**src/rtl/drm_rd_stream.sv**
```systemverilog
// Read-side sequencer for the drm_32x16384 block RAM: turns (addr, len) commands into
// a credit-limited read stream. Define DRM_RD_STREAM_OUTPUT_REG_EN for a RAM with OUTPUT_REG=1 (L=2).
module drm_rd_stream #(
  parameter int ADDR_WIDTH = 14,
  parameter int DATA_WIDTH = 32,
  parameter int FIFO_DEPTH = 4
) (
  input  logic                  rd_clk,
  input  logic                  rd_rst,
  input  logic                  cmd_valid,
  output logic                  cmd_ready,
  input  logic [ADDR_WIDTH-1:0] cmd_addr,
  input  logic [ADDR_WIDTH:0]   cmd_len,
  output logic [ADDR_WIDTH-1:0] ram_rd_addr,
  output logic                  ram_rd_en,
  input  logic [DATA_WIDTH-1:0] ram_rd_data,
  output logic                  m_valid,
  input  logic                  m_ready,
  output logic [DATA_WIDTH-1:0] m_data,
  output logic                  m_last,
  output logic                  busy,
  output logic                  done
);

`ifdef DRM_RD_STREAM_OUTPUT_REG_EN
  localparam int LAT = 2;
`else
  localparam int LAT = 1;
`endif

  localparam int PW   = $clog2(FIFO_DEPTH);
  localparam int CNTW = PW + 1;
  localparam int CW   = PW + 2;

  if (FIFO_DEPTH < LAT + 2) begin : g_depth_chk
    $error("drm_rd_stream: FIFO_DEPTH must be at least read latency + 2");
  end
  if ((1 << PW) != FIFO_DEPTH) begin : g_pow2_chk
    $error("drm_rd_stream: FIFO_DEPTH must be a power of two");
  end

  typedef enum logic [1:0] {S_IDLE, S_RUN, S_DONE} state_t;

  state_t                  state_q, state_d;
  logic [ADDR_WIDTH-1:0]   addr_q, addr_d;
  logic [ADDR_WIDTH:0]     remaining_q, remaining_d;
  logic [ADDR_WIDTH:0]     beats_q, beats_d;
  logic [LAT-1:0]          tag_q, tag_d;
  logic [PW-1:0]           wr_ptr_q, wr_ptr_d;
  logic [PW-1:0]           rd_ptr_q, rd_ptr_d;
  logic [CNTW-1:0]         count_q, count_d;
  logic [DATA_WIDTH-1:0]   fifo_mem_q [FIFO_DEPTH];
  logic [DATA_WIDTH-1:0]   fifo_mem_d [FIFO_DEPTH];

  logic                    fifo_valid;
  logic                    push;
  logic                    pop;
  logic                    issue;
  logic [CW-1:0]           inflight;
  logic [CW-1:0]           credit_used;

  always_comb begin
    state_d     = state_q;
    addr_d      = addr_q;
    remaining_d = remaining_q;
    beats_d     = beats_q;
    wr_ptr_d    = wr_ptr_q;
    rd_ptr_d    = rd_ptr_q;
    fifo_mem_d  = fifo_mem_q;

    fifo_valid = (count_q != '0);
    pop        = fifo_valid && m_ready;
    push       = tag_q[LAT-1];

    inflight = '0;
    for (int i = 0; i < LAT; i++) begin
      inflight = inflight + CW'(tag_q[i]);
    end
    // The same-cycle pop frees a slot, so a draining full FIFO can still issue.
    credit_used = CW'(count_q) + inflight - CW'(pop);
    issue = (state_q == S_RUN) && (remaining_q != '0) && (credit_used < CW'(FIFO_DEPTH));

    tag_d    = tag_q << 1;
    tag_d[0] = issue;

    if (push) begin
      fifo_mem_d[wr_ptr_q] = ram_rd_data;
      wr_ptr_d = wr_ptr_q + PW'(1);
    end
    if (pop) begin
      rd_ptr_d = rd_ptr_q + PW'(1);
    end
    count_d = count_q + CNTW'(push) - CNTW'(pop);

    case (state_q)
      S_IDLE: begin
        if (cmd_valid) begin
          addr_d      = cmd_addr;
          remaining_d = cmd_len;
          beats_d     = cmd_len;
          state_d     = (cmd_len == '0) ? S_DONE : S_RUN;
        end
      end
      S_RUN: begin
        if (issue) begin
          addr_d      = addr_q + ADDR_WIDTH'(1);
          remaining_d = remaining_q - (ADDR_WIDTH + 1)'(1);
        end
        if (pop) begin
          beats_d = beats_q - (ADDR_WIDTH + 1)'(1);
          if (beats_q == (ADDR_WIDTH + 1)'(1)) begin
            state_d = S_DONE;
          end
        end
      end
      S_DONE: begin
        state_d = S_IDLE;
      end
      default: begin
        state_d = S_IDLE;
      end
    endcase
  end

  always_ff @(posedge rd_clk) begin
    if (rd_rst) begin
      state_q     <= S_IDLE;
      addr_q      <= '0;
      remaining_q <= '0;
      beats_q     <= '0;
      tag_q       <= '0;
      wr_ptr_q    <= '0;
      rd_ptr_q    <= '0;
      count_q     <= '0;
      fifo_mem_q  <= '{default: '0};
    end else begin
      state_q     <= state_d;
      addr_q      <= addr_d;
      remaining_q <= remaining_d;
      beats_q     <= beats_d;
      tag_q       <= tag_d;
      wr_ptr_q    <= wr_ptr_d;
      rd_ptr_q    <= rd_ptr_d;
      count_q     <= count_d;
      fifo_mem_q  <= fifo_mem_d;
    end
  end

  // Outputs are forced low while reset is asserted.
  assign cmd_ready   = !rd_rst && (state_q == S_IDLE);
  assign busy        = !rd_rst && (state_q == S_RUN);
  assign done        = !rd_rst && (state_q == S_DONE);
  assign ram_rd_en   = !rd_rst && issue;
  assign ram_rd_addr = rd_rst ? '0 : addr_q;
  assign m_valid     = !rd_rst && fifo_valid;
  assign m_last      = !rd_rst && fifo_valid && (beats_q == (ADDR_WIDTH + 1)'(1));
  assign m_data      = rd_rst ? '0 : fifo_mem_q[rd_ptr_q];

endmodule

```
**config.mk**
```make
export PLATFORM = sky130hd
export DESIGN_NAME = drm_rd_stream
export DESIGN_NICKNAME = d
export VERILOG_FILES = /design/src/rtl/drm_rd_stream.sv
export SDC_FILE = /design/constraint.sdc
export NUM_CORES = 1
export LEC_CHECK = 0
export ABC_CLOCK_PERIOD_IN_PS = 4100
export CAP_MARGIN = 10
export CORE_ASPECT_RATIO = 0.9
export CORE_MARGIN = 1
export CORE_UTILIZATION = 45
export DETAILED_ROUTE_END_ITERATION = 10
export PLACE_DENSITY_LB_ADDON = 0.1
export SKIP_CTS_REPAIR_TIMING = 1
export SYNTH_ARGS = -nofsm -noshare
export SYNTH_HDL_FRONTEND = slang
export SYNTH_SLANG_ARGS = --single-unit
```
**constraint.sdc**
```tcl
create_clock -name rd_clk -period 4.1 [get_ports rd_clk]
set_clock_uncertainty 0.1 [all_clocks]
set_input_delay 0.82 -clock rd_clk [delete_from_list [all_inputs] [get_ports rd_clk]]
set_output_delay 0.82 -clock rd_clk [all_outputs]
set_load 0.02 [all_outputs]
```
==> results.tsv, run 1 <==
stage	metric	value	unit
final_layout	finish.instance_area	10700	sq um
synthesis	synth_compound_area_share	17.31	%
routing	wirelength	23.82	mm
die	num_rows	47	
place	gp_congestion	0.8601	
global_route	track_usage	24.87	%
clocking	cts_tree	yes	
routing	wire_per_inst	16.76	um
worst_setup_path	end_kind	output pin	
clocking	insertion_delay	0.44	ns
die	die_area	19690	sq um
global_route	grt_max_degree	84	
final_layout	drive_gt1_share	9.949	%
routing	drt_pre_antenna_iters	5	
routing	vias	7882	
die	core_area	18580	sq um
global_route	grt_pass1_vias	7300	
clocking	cts_buffers	17	
routing	routed.top_layer	met4	
synthesis	synthMuxAreaShare	8.488	%
worst_setup_path	crit_type	in -> out	
power_and_ir_drop	ir_drop	280.2	uV
global_route	grt_first_pass_wirelength	38.78	mm
synthesis	synth_cell_types	50	
power_and_ir_drop	seqPwrFrac	38.5	%
power_and_ir_drop	p_leak	0.003614	uW
global_route	antenna_found_initial	0	
worst_setup_path	worst-endpoint-arrival	2.99	ns
routing	met3_length	1.331	mm
synthesis	synth_most_common_cell	nand2_1	
place	hpwl	15.33	mm
final_layout	diodes	0	
synthesis	ys_ff_latch	182	
hold_path	hold_path_class	reg -> reg	
synthesis	syn_nets	1156	
die	start_util	46.32	%
worst_setup_path	slowest_stage	clkdlybuf4s50_1	
final_layout	fillers	1768	
sta	slew_violations	0	
place	dpl_worst_slack	-0.2581	ns
power_and_ir_drop	comb_power_share	31.4	%
synthesis	synth_top_area_cell	dfxtp_1	
die	boundaryPins	117	
worst_setup_path	cp-start-kind	input pin	
clocking	cts_sinks	182	
synthesis	synth_area_leaders	dfxtp_1 (42%), nand2_1 (14%), a21oi_1 (9.4%)	
worst_setup_path	cpPeakStageDelay	0.51	ns
place	io_buffers	116	
final_layout	fin_nets	1240	
clocking	cts_max_level	4	
power_and_ir_drop	p_sw	2002	uW
synthesis	synth_top_cell_area_share	42.33	%
power_and_ir_drop	p_clk_share	30.1	%
power_and_ir_drop	switching_share	35.45	%
worst_setup_path	critPathRequiredTime	3.18	ns
worst_setup_path	cp_max_fo	3	
synthesis	yosysSeqAreaShare	42.33	%
synthesis	syn_avg_cell_area	7.978	sq um
synthesis	synth-adder-area-share	1.831	%
sta	rsz0062_at_grt	no	
die	die_h	133.2	um
sta	setup_viol	0	
routing	drt-met1-wl	11.55	mm
sta	max_slew.worst_pin.slew	1.069	ns
flow_run	max_cap_viol_count	0	
routing	drt_iter0_drc	497	
routing	vias_per_cell	5.547	
power_and_ir_drop	powerDensity	528.0	nW/um^2
synthesis	async_reset_ff_share	0	%
global_route	gr-total-overflow	0	
run_status	status	complete, no violations	
power_and_ir_drop	p_int	3647	uW
routing	wl_met2	10.62	mm
synthesis	synth_xor_xnor_area_share	0.5087	%
synthesis	synth_edf_count	0	
sta	setup_ws	0.1946	ns
sta	relSlewSlack	28.06	%
worst_setup_path	cp_num_buf_inv	3	
worst_setup_path	crit_family	buffers and inverters	
synthesis	synth-simple-area-share	25.22	%
sta	fin_crit_sh	95.25	%
place	placed_area	10080	sq um
synthesis	ys_top_cells_by_count	nand2_1 (317), dfxtp_1 (182), a21oi_1 (161)	
sta	fmax	256.1	MHz
synthesis	synth_area	8608	sq um
synthesis	ys.flop_type	dfxtp_1	
clocking	clockBufferDepth	2	
synthesis	synth_top_family_by_area	simple AND/OR/NAND/NOR gates	
sta	finalCriticalPeriod	3.905	ns
routing	drtAntennaViolNets	0	
die	fp.dieW	147.8	um
synthesis	synthCells	1079	
synthesis	synth_warnings	0	
final_layout	area_growth	24.29	%
clocking	cts_root_buf	clkbuf_16	
worst_setup_path	cp_cell_sequence	clkdlybuf4s50_1, o31a_1, nand2b_1, nand2_1, ha_1, inv_1, fa_1, xor2_1, nand3_1, nor3_1, buf_4	
sta	hold_viol	0	
clocking	clk_pin_slew	0.07	ns
routing	drc_errors	0	
-- state kept, by name (all words and copies together) (netlist names) --
signal / count
addr_q: 14
beats_q: 15
count_q: 3
fifo_mem_q: 128
push: 1
rd_ptr_q: 2
remaining_q: 15
state_q: 2
wr_ptr_q: 2
-- worst min-delay path, cell delays in order (launching register included) --
cell	delay, ns
dfxtp_1	0.31
nand2_1	0.05
a21oi_1	0.05
-- area by class of cell --
class	count	area [sq um]	share of cell area, %
repair buffers	148	1465	13.69
well taps	245	306.5	2.865
flip-flops and latches	182	3646	34.08
clock buffers	17	425.4	3.976
multi-input cells	798	4604	43.04
clock inverters	15	191.4	1.789
inverters	16	60.06	0.5613
-- power groups by stage --
stage	Sequential [uW]	Clock (uW)	Combinational, uW
floorplan	2120	0	1200
global placement	2210	0	1740
detailed placement	2210	0	1760
CTS	2170	1740	1770
global route	2210	1810	1950
finish	2170	1700	1770
-- layout by cell type, fill, tap and decap left out, types with 4 or more instances in the layout --
| cell | Yosys | final |
|---|---|---|
| a211oi_1 | 4 | 4 |
| o31ai_1 | 6 | 6 |
| o32ai_1 | 4 | 4 |
| nor2_1 | 44 | 44 |
| clkdlybuf4s50_1 | 0 | 113 |
| o41ai_1 | 5 | 5 |
| o31a_1 | 4 | 4 |
| or2_2 | 4 | 4 |
| nand2_1 | 317 | 317 |
| clkbuf_16 | 0 | 17 |
| o311ai_0 | 4 | 4 |
| o21ai_0 | 37 | 37 |
| a21oi_1 | 161 | 160 |
| nand3_1 | 11 | 11 |
| ha_1 | 11 | 11 |
| buf_4 | 0 | 28 |
| mux4_2 | 32 | 32 |
| buf_12 | 0 | 5 |
| inv_1 | 16 | 16 |
| nor4_1 | 10 | 10 |
| dfxtp_1 | 182 | 180 |
| nor3_1 | 26 | 26 |
| nand2b_1 | 5 | 4 |
| a311oi_1 | 6 | 6 |
| or4_1 | 4 | 4 |
| a22oi_1 | 10 | 10 |
| and2_2 | 0 | 4 |
| a31oi_1 | 4 | 4 |
| nor2b_1 | 45 | 45 |
-- worst paths after layout --
check,from,end,slack [ns],cells after the start
max,m_ready,ram_rd_en,0.19,11
min,fifo_mem_q[116],fifo_mem_q[116],0.35,2
min reg2reg,fifo_mem_q[116],fifo_mem_q[116],0.35,2
max reg2reg,count_q[2],remaining_q[8],1.00,13
-- metrics by stage --
step / TNS, ns / std cells / utilization (%) / total power [uW] / hold slack [ns]
after floorplan: 0 / 1079 / - / 3314 / 0.3331
after detailed placement: -0.2581 / 1389 / 54.26 / 3971 / 0.3444
after global placement: -0.2097 / 1389 / 54.26 / 3950 / 0.3378
final: 0 / 1421 / 57.57 / 5649 / 0.3538
after CTS: -0.4464 / 1421 / 57.57 / 5677 / 0.3547
after global routing: 0 / 1421 / 57.57 / 5968 / 0.3694
-- layer usage --
layer	track usage [%]	vias up
li1	-	3894
met4	6.586	0
met1	35.83	3730
met2	37.97	231
met3	4.829	27
met5	0	-
-- logic make-up after synthesis --
group | count (synthesis)
AO/OA/AOI/OAI | 260
XOR/XNOR | 5
adder cells (fa/ha/maj) | 12
buffers and inverters | 99
flip-flops | 182
multiplexers | 33
AND/OR/NAND/NOR | 488
Note: power is estimated with default switching activity, not from simulation.
==> inputs of run 2 (changes only) <==
--- a/config.mk
+++ b/config.mk
@@ -5,11 +5,10 @@
 export SDC_FILE = /design/constraint.sdc
 export NUM_CORES = 1
 export LEC_CHECK = 0
-export ABC_CLOCK_PERIOD_IN_PS = 4100
 export CAP_MARGIN = 10
 export CORE_ASPECT_RATIO = 0.9
 export CORE_MARGIN = 1
-export CORE_UTILIZATION = 45
+export CORE_UTILIZATION = 35
 export DETAILED_ROUTE_END_ITERATION = 10
 export PLACE_DENSITY_LB_ADDON = 0.1
 export SKIP_CTS_REPAIR_TIMING = 1
==> run 2 against run 1 <==
Core utilization down 13 points. Critical path depth unchanged. Non-clock buffer count up 1. Combinational power increased by 3%. Global-route usage down 4.3 points. Worst setup slack got worse by 0.0082 ns. Sequential share of layout area down 0.13 points. Total power shrank 0.80%. Fmax decreased by 0.21%. Sequential cell count is the same. Hold slack about the same. Critical path type unchanged. Largest cell class unchanged.
==> results.tsv, run 2 (synthesis gave the netlist of run 1 again) <==
stage	metric	value	unit
global_route	antenna_found_initial	1	
routing	drt_iter0_drc	452	
worst_setup_path	crit_family	buffers and inverters	
global_route	gr-total-overflow	0	
place	placed_area	10150	sq um
final_layout	area_growth	24.75	%
worst_setup_path	end_kind	output pin	
place	numPlacedInstances	1453	
run_status	status	complete, no violations	
clocking	cts_max_level	4	
worst_setup_path	worst-r2r-cell-count	12	
sta	slew_violations	0	
die	start_util	35.59	%
global_route	grt_pass1_vias	7445	
sta	finalCriticalPeriod	3.914	ns
die	fp.dieW	167.3	um
routing	wirelength	25.17	mm
clocking	insertion_delay	0.44	ns
final_layout	biggestRegsByFlops	fifo_mem_q x128, beats_q x15, remaining_q x15	
final_layout	final_common_cell	nand2_1	
power_and_ir_drop	powerDensity	521.8	nW/um^2
sta	hold_viol	0	
hold_path	hold_path_class	reg -> reg	
sta	hold_ws	0.3533	ns
die	die_area	25230	sq um
global_route	grt_max_degree	71	
place	io_buffers	116	
global_route	grt_first_pass_wirelength	40.63	mm
sta	relSlewSlack	38.27	%
die	boundaryPins	117	
worst_setup_path	slowest_stage	clkdlybuf4s50_1	
sta	tns	0	ns
sta	rsz0062_at_grt	no	
sta	fmax	255.5	MHz
final_layout	fin_nets	1241	
final_layout	regMostFlops	fifo_mem_q	
die	core_area	24190	sq um
worst_setup_path	crit_cells	11	
worst_setup_path	worst-endpoint-arrival	2.99	ns
clocking	cts_sinks	182	
worst_setup_path	cp-start-kind	input pin	
worst_setup_path	critPathRequiredTime	3.18	ns
clocking	cts_root_buf	clkbuf_16	
place	hpwl	15.83	mm
routing	drtAntennaViolNets	0	
power_and_ir_drop	finalPower	5604	uW
power_and_ir_drop	p_leak	0.003589	uW
die	num_rows	54	
clocking	clk_pin_slew	0.07	ns
final_layout	finalNonFillerCells	1486	
routing	vias_per_cell	5.220	
final_layout	drive_gt1_share	10.20	%
routing	vias	7757	
routing	drt_pre_antenna_iters	4	
worst_setup_path	cpPeakStageDelay	0.52	ns
final_layout	fillers	2440	
routing	drc_errors	0	
final_layout	finish.instance_area	10740	sq um
place	gp_congestion	0.8079	
clocking	clockBufferDepth	2	
final_layout	final_cell_mix	nand2_1 (313), dfxtp_1 (180), a21oi_1 (160), clkdlybuf4s50_1 (113), nor2b_1 (45)	
sta	max_slew.worst_pin.slew	0.9175	ns
global_route	track_usage	20.59	%
worst_setup_path	cp_max_fo	3	
worst_setup_path	cp_num_buf_inv	3	
hold_path	min_delay_path_depth	2	
sta	setup_viol	0	
final_layout	largest_register_ffs	128	
die	die_h	150.8	um
routing	wire_per_inst	16.94	um
sta	fin_crit_sh	95.45	%
worst_setup_path	crit_type	in -> out	
flow_run	max_cap_viol_count	0	
worst_setup_path	cp_cell_sequence	clkdlybuf4s50_1, o31a_1, nand2b_1, nand2_1, ha_1, inv_1, fa_1, xor2_1, nand3_2, nor3_2, clkbuf_2	
power_and_ir_drop	ir_drop	322.3	uV
clocking	cts_buffers	17	
clocking	cts_tree	yes	
## run 2: changes by cell type in the layout (fill, tap and decap cells not counted), sizes merged
cell / before / now
inv: 21 / 22
clkbuf: 17 / 19
diode: 0 / 1
clkinv: 6 / 3
bufinv: 2 / 0
clkinvlp: 2 / 5
## run 2: routing by layer
layer | vias to the layer above | wire, um | GRT usage (%)
met5 | - | 0 | 0
met3 | 16 | 1204 | 3.946
li1 | 3884 | - | -
met1 | 3682 | 12380 | 28.73
met2 | 175 | 11350 | 33.02
met4 | 0 | 234 | 4.495
## run 2: stage by stage
stage	setup WS, ns	utilization [%]
final	0.1864	44.40
after global routing	0.008912	44.39
after CTS	-0.3312	44.36
after detailed placement	-0.3334	41.96
after global placement	-0.3427	41.96
after floorplan	0.4829	-
## run 2: cell type report
cell class | count | area (sq um) | area share (%)
repair buffers | 149 | 1445 | 13.46
diodes | 1 | 2.502 | 0.02330
clock inverters | 14 | 141.4 | 1.317
inverters | 16 | 60.06 | 0.5592
well taps | 308 | 385.4 | 3.589
clock buffers | 18 | 439.2 | 4.089
flip-flops and latches | 182 | 3646 | 33.95
multi-input cells | 798 | 4619 | 43.02
## run 2: worst reg2reg max path: cells and delay by family, from the launching register on
kind / cells / cell delay (ns)
buffers and inverters: 2 / 0.25
AO/OA/AOI/OAI: 1 / 0.16
adder cells (fa/ha/maj): 2 / 0.53
AND/OR/NAND/NOR: 6 / 1.15
XOR/XNOR: 1 / 0.23
flip-flops: 1 / 0.35
## run 2: final timing paths
path,to,start,slack (ns)
worst min-delay path,fifo_mem_q[123],fifo_mem_q[123],0.35
worst max-delay path,ram_rd_en,m_ready,0.19
worst min register to register,fifo_mem_q[123],fifo_mem_q[123],0.35
worst max register to register,remaining_q[9],count_q[2],1.30
## run 2: power by group
part	switching [uW]	internal, uW
sequential	208	1960
combinational	1040	779
clock	796	824
total	2040	3560
==> inputs of run 3 (changes only) <==
--- a/config.mk
+++ b/config.mk
@@ -7,7 +7,7 @@
 export LEC_CHECK = 0
 export CAP_MARGIN = 10
 export CORE_ASPECT_RATIO = 0.9
-export CORE_MARGIN = 1
+export CORE_MARGIN = 2
 export CORE_UTILIZATION = 35
 export DETAILED_ROUTE_END_ITERATION = 10
 export PLACE_DENSITY_LB_ADDON = 0.1
==> run 3 against run 2 <==
Non-clock buffer count is 1 higher. Clock power rose by 6%. Sequential cell count did not move. Via count decreased by 0.30%. Global-route usage down 0.54 points. Fmax shrank 0.64%. Hold slack got worse by 0.00083 ns. Clock-buffer cell count unchanged. Combinational power hardly changed. Core utilization rose by 0.22 points. Final cell count stayed put. Total power up 1.9%.
==> results.tsv, run 3 (synthesis gave the netlist of run 1 again) <==
stage	metric	value	unit
run_status	status	complete, no violations	
routing	drt_pre_antenna_iters	5	
final_layout	regMostFlops	fifo_mem_q	
final_layout	fin_nets	1242	
clocking	clk_pin_slew	0.08	ns
final_layout	largest_register_ffs	128	
final_layout	final_common_cell	nand2_1	
place	io_buffers	116	
sta	max_slew.worst_pin.slew	0.8470	ns
worst_setup_path	cpPeakStageDelay	0.50	ns
routing	drtAntennaViolNets	0	
final_layout	ff_latch_area	3646	sq um
final_layout	utilization	44.62	%
final_layout	biggestRegsByFlops	fifo_mem_q x128, beats_q x15, remaining_q x15	
routing	wire_per_inst	17.02	um
flow_run	max_cap_viol_count	0	
power_and_ir_drop	ir_drop	250.2	uV
clocking	cts_root_buf	clkbuf_16	
final_layout	drive_gt1_share	10.27	%
routing	drc_errors	0	
clocking	cts_sinks	182	
worst_setup_path	cp-start-kind	input pin	
sta	hold_viol	0	
worst_setup_path	worst-endpoint-arrival	3.02	ns
worst_setup_path	cp_max_fo	3	
sta	rsz0062_at_grt	no	
global_route	grt_first_pass_wirelength	41.32	mm
die	core_area	24190	sq um
sta	setup_viol	0	
worst_setup_path	crit_type	in -> out	
global_route	grt_max_degree	89	
sta	fin_crit_sh	96.06	%
sta	setup_ws	0.1614	ns
place	numPlacedInstances	1454	
worst_setup_path	critPathRequiredTime	3.18	ns
global_route	grt_pass1_vias	7536	
worst_setup_path	cp_cell_sequence	clkdlybuf4s50_1, o31a_1, nand2b_1, nand2_1, ha_1, inv_1, fa_1, xor2_2, nand3_2, nor3_1, clkbuf_2	
routing	vias	7734	
clocking	cts_buffers	17	
final_layout	finish.instance_area	10790	sq um
place	hpwl	15.95	mm
final_layout	finalNonFillerCells	1486	
power_and_ir_drop	powerDensity	529.3	nW/um^2
routing	vias_per_cell	5.205	
clocking	cts_max_level	4	
hold_path	hold_path_class	reg -> reg	
routing	drt_iter0_drc	501	
final_layout	multi_input_area	4622	sq um
clocking	insertion_delay	0.44	ns
sta	relSlewSlack	43.33	%
worst_setup_path	slowest_stage	clkdlybuf4s50_1	
die	start_util	35.59	%
worst_setup_path	end_kind	output pin	
place	gp_congestion	0.8225	
die	num_rows	54	
sta	finalCriticalPeriod	3.939	ns
final_layout	fillers	2419	
die	die_h	152.8	um
place	placed_area	10160	sq um
global_route	antenna_found_initial	0	
place	dpl_worst_slack	-0.3147	ns
clocking	cts_tree	yes	
final_layout	area_growth	25.36	%
die	boundaryPins	117	
final_layout	diodes	0	
global_route	track_usage	20.05	%
global_route	gr-total-overflow	0	
sta	fmax	253.9	MHz
die	fp.dieW	169.3	um
final_layout	final_cell_mix	nand2_1 (313), dfxtp_1 (180), a21oi_1 (160), clkdlybuf4s50_1 (113), nor2b_1 (45)	
routing	wirelength	25.30	mm
die	die_area	25870	sq um
power_and_ir_drop	p_leak	0.003628	uW
sta	slew_violations	0	
clocking	clockBufferDepth	2	
run 3: cell types whose count changed in the layout (fill, tap and decap cells not counted), sizes merged:
cell and change:
buf +1, bufinv +1, clkinv +6, clkinvlp -5, diode -1, inv -2
run 3: worst max-delay path, delay by kind of cell:
kind                       cells  cell delay (ns)
AOI/OAI and AO/OA              1             0.18
adders and majority gates      2             0.57
and+or+nand+nor                4             0.48
buffers and inverters          3             0.76
xor gates and xnor gates       1             0.21
run 3: path summary, 6_finish.rpt:
path,from,endpoint,slack [ns],depth (start not counted)
min reg2reg,fifo_mem_q[75],fifo_mem_q[75],0.35,2
min,fifo_mem_q[75],fifo_mem_q[75],0.35,2
max reg2reg,count_q[2],remaining_q[9],1.28,12
max,m_ready,ram_rd_en,0.16,11
run 3: metal layers:
| metal | vias up | share of wire (%) | wire [um] | track usage [%] |
|---|---|---|---|---|
| li1 | 3892 | - | - | - |
| met1 | 3613 | 49 | 12380 | 28.04 |
| met2 | 197 | 45 | 11360 | 31.86 |
| met3 | 32 | 4.6 | 1167 | 3.506 |
| met4 | 0 | 1.6 | 394 | 5.617 |
| met5 | - | 0 | 0 | 0 |
run 3: cell type report:
| type | instances | area share, % |
|---|---|---|
| multi-input cells | 798 | 42.83 |
| flip-flops and latches | 182 | 33.79 |
| repair buffers | 150 | 13.46 |
| clock buffers | 18 | 4.070 |
| well taps | 308 | 3.571 |
| clock inverters | 14 | 1.728 |
| inverters | 16 | 0.5565 |
run 3: through the flow:
stage	total power, uW	TNS, ns	hold WS (ns)
CTS	5737	-0.4993	0.3538
detailed placement	4012	-0.3147	0.3431
floorplan	3314	0	0.3331
global route	6055	0	0.3705
global placement	4011	-0.2660	0.3387
finish	5712	0	0.3525
run 3: where the power goes:
group	switching, uW	internal [uW]
logic	1050	785
clock network	824	895
registers	204	1960
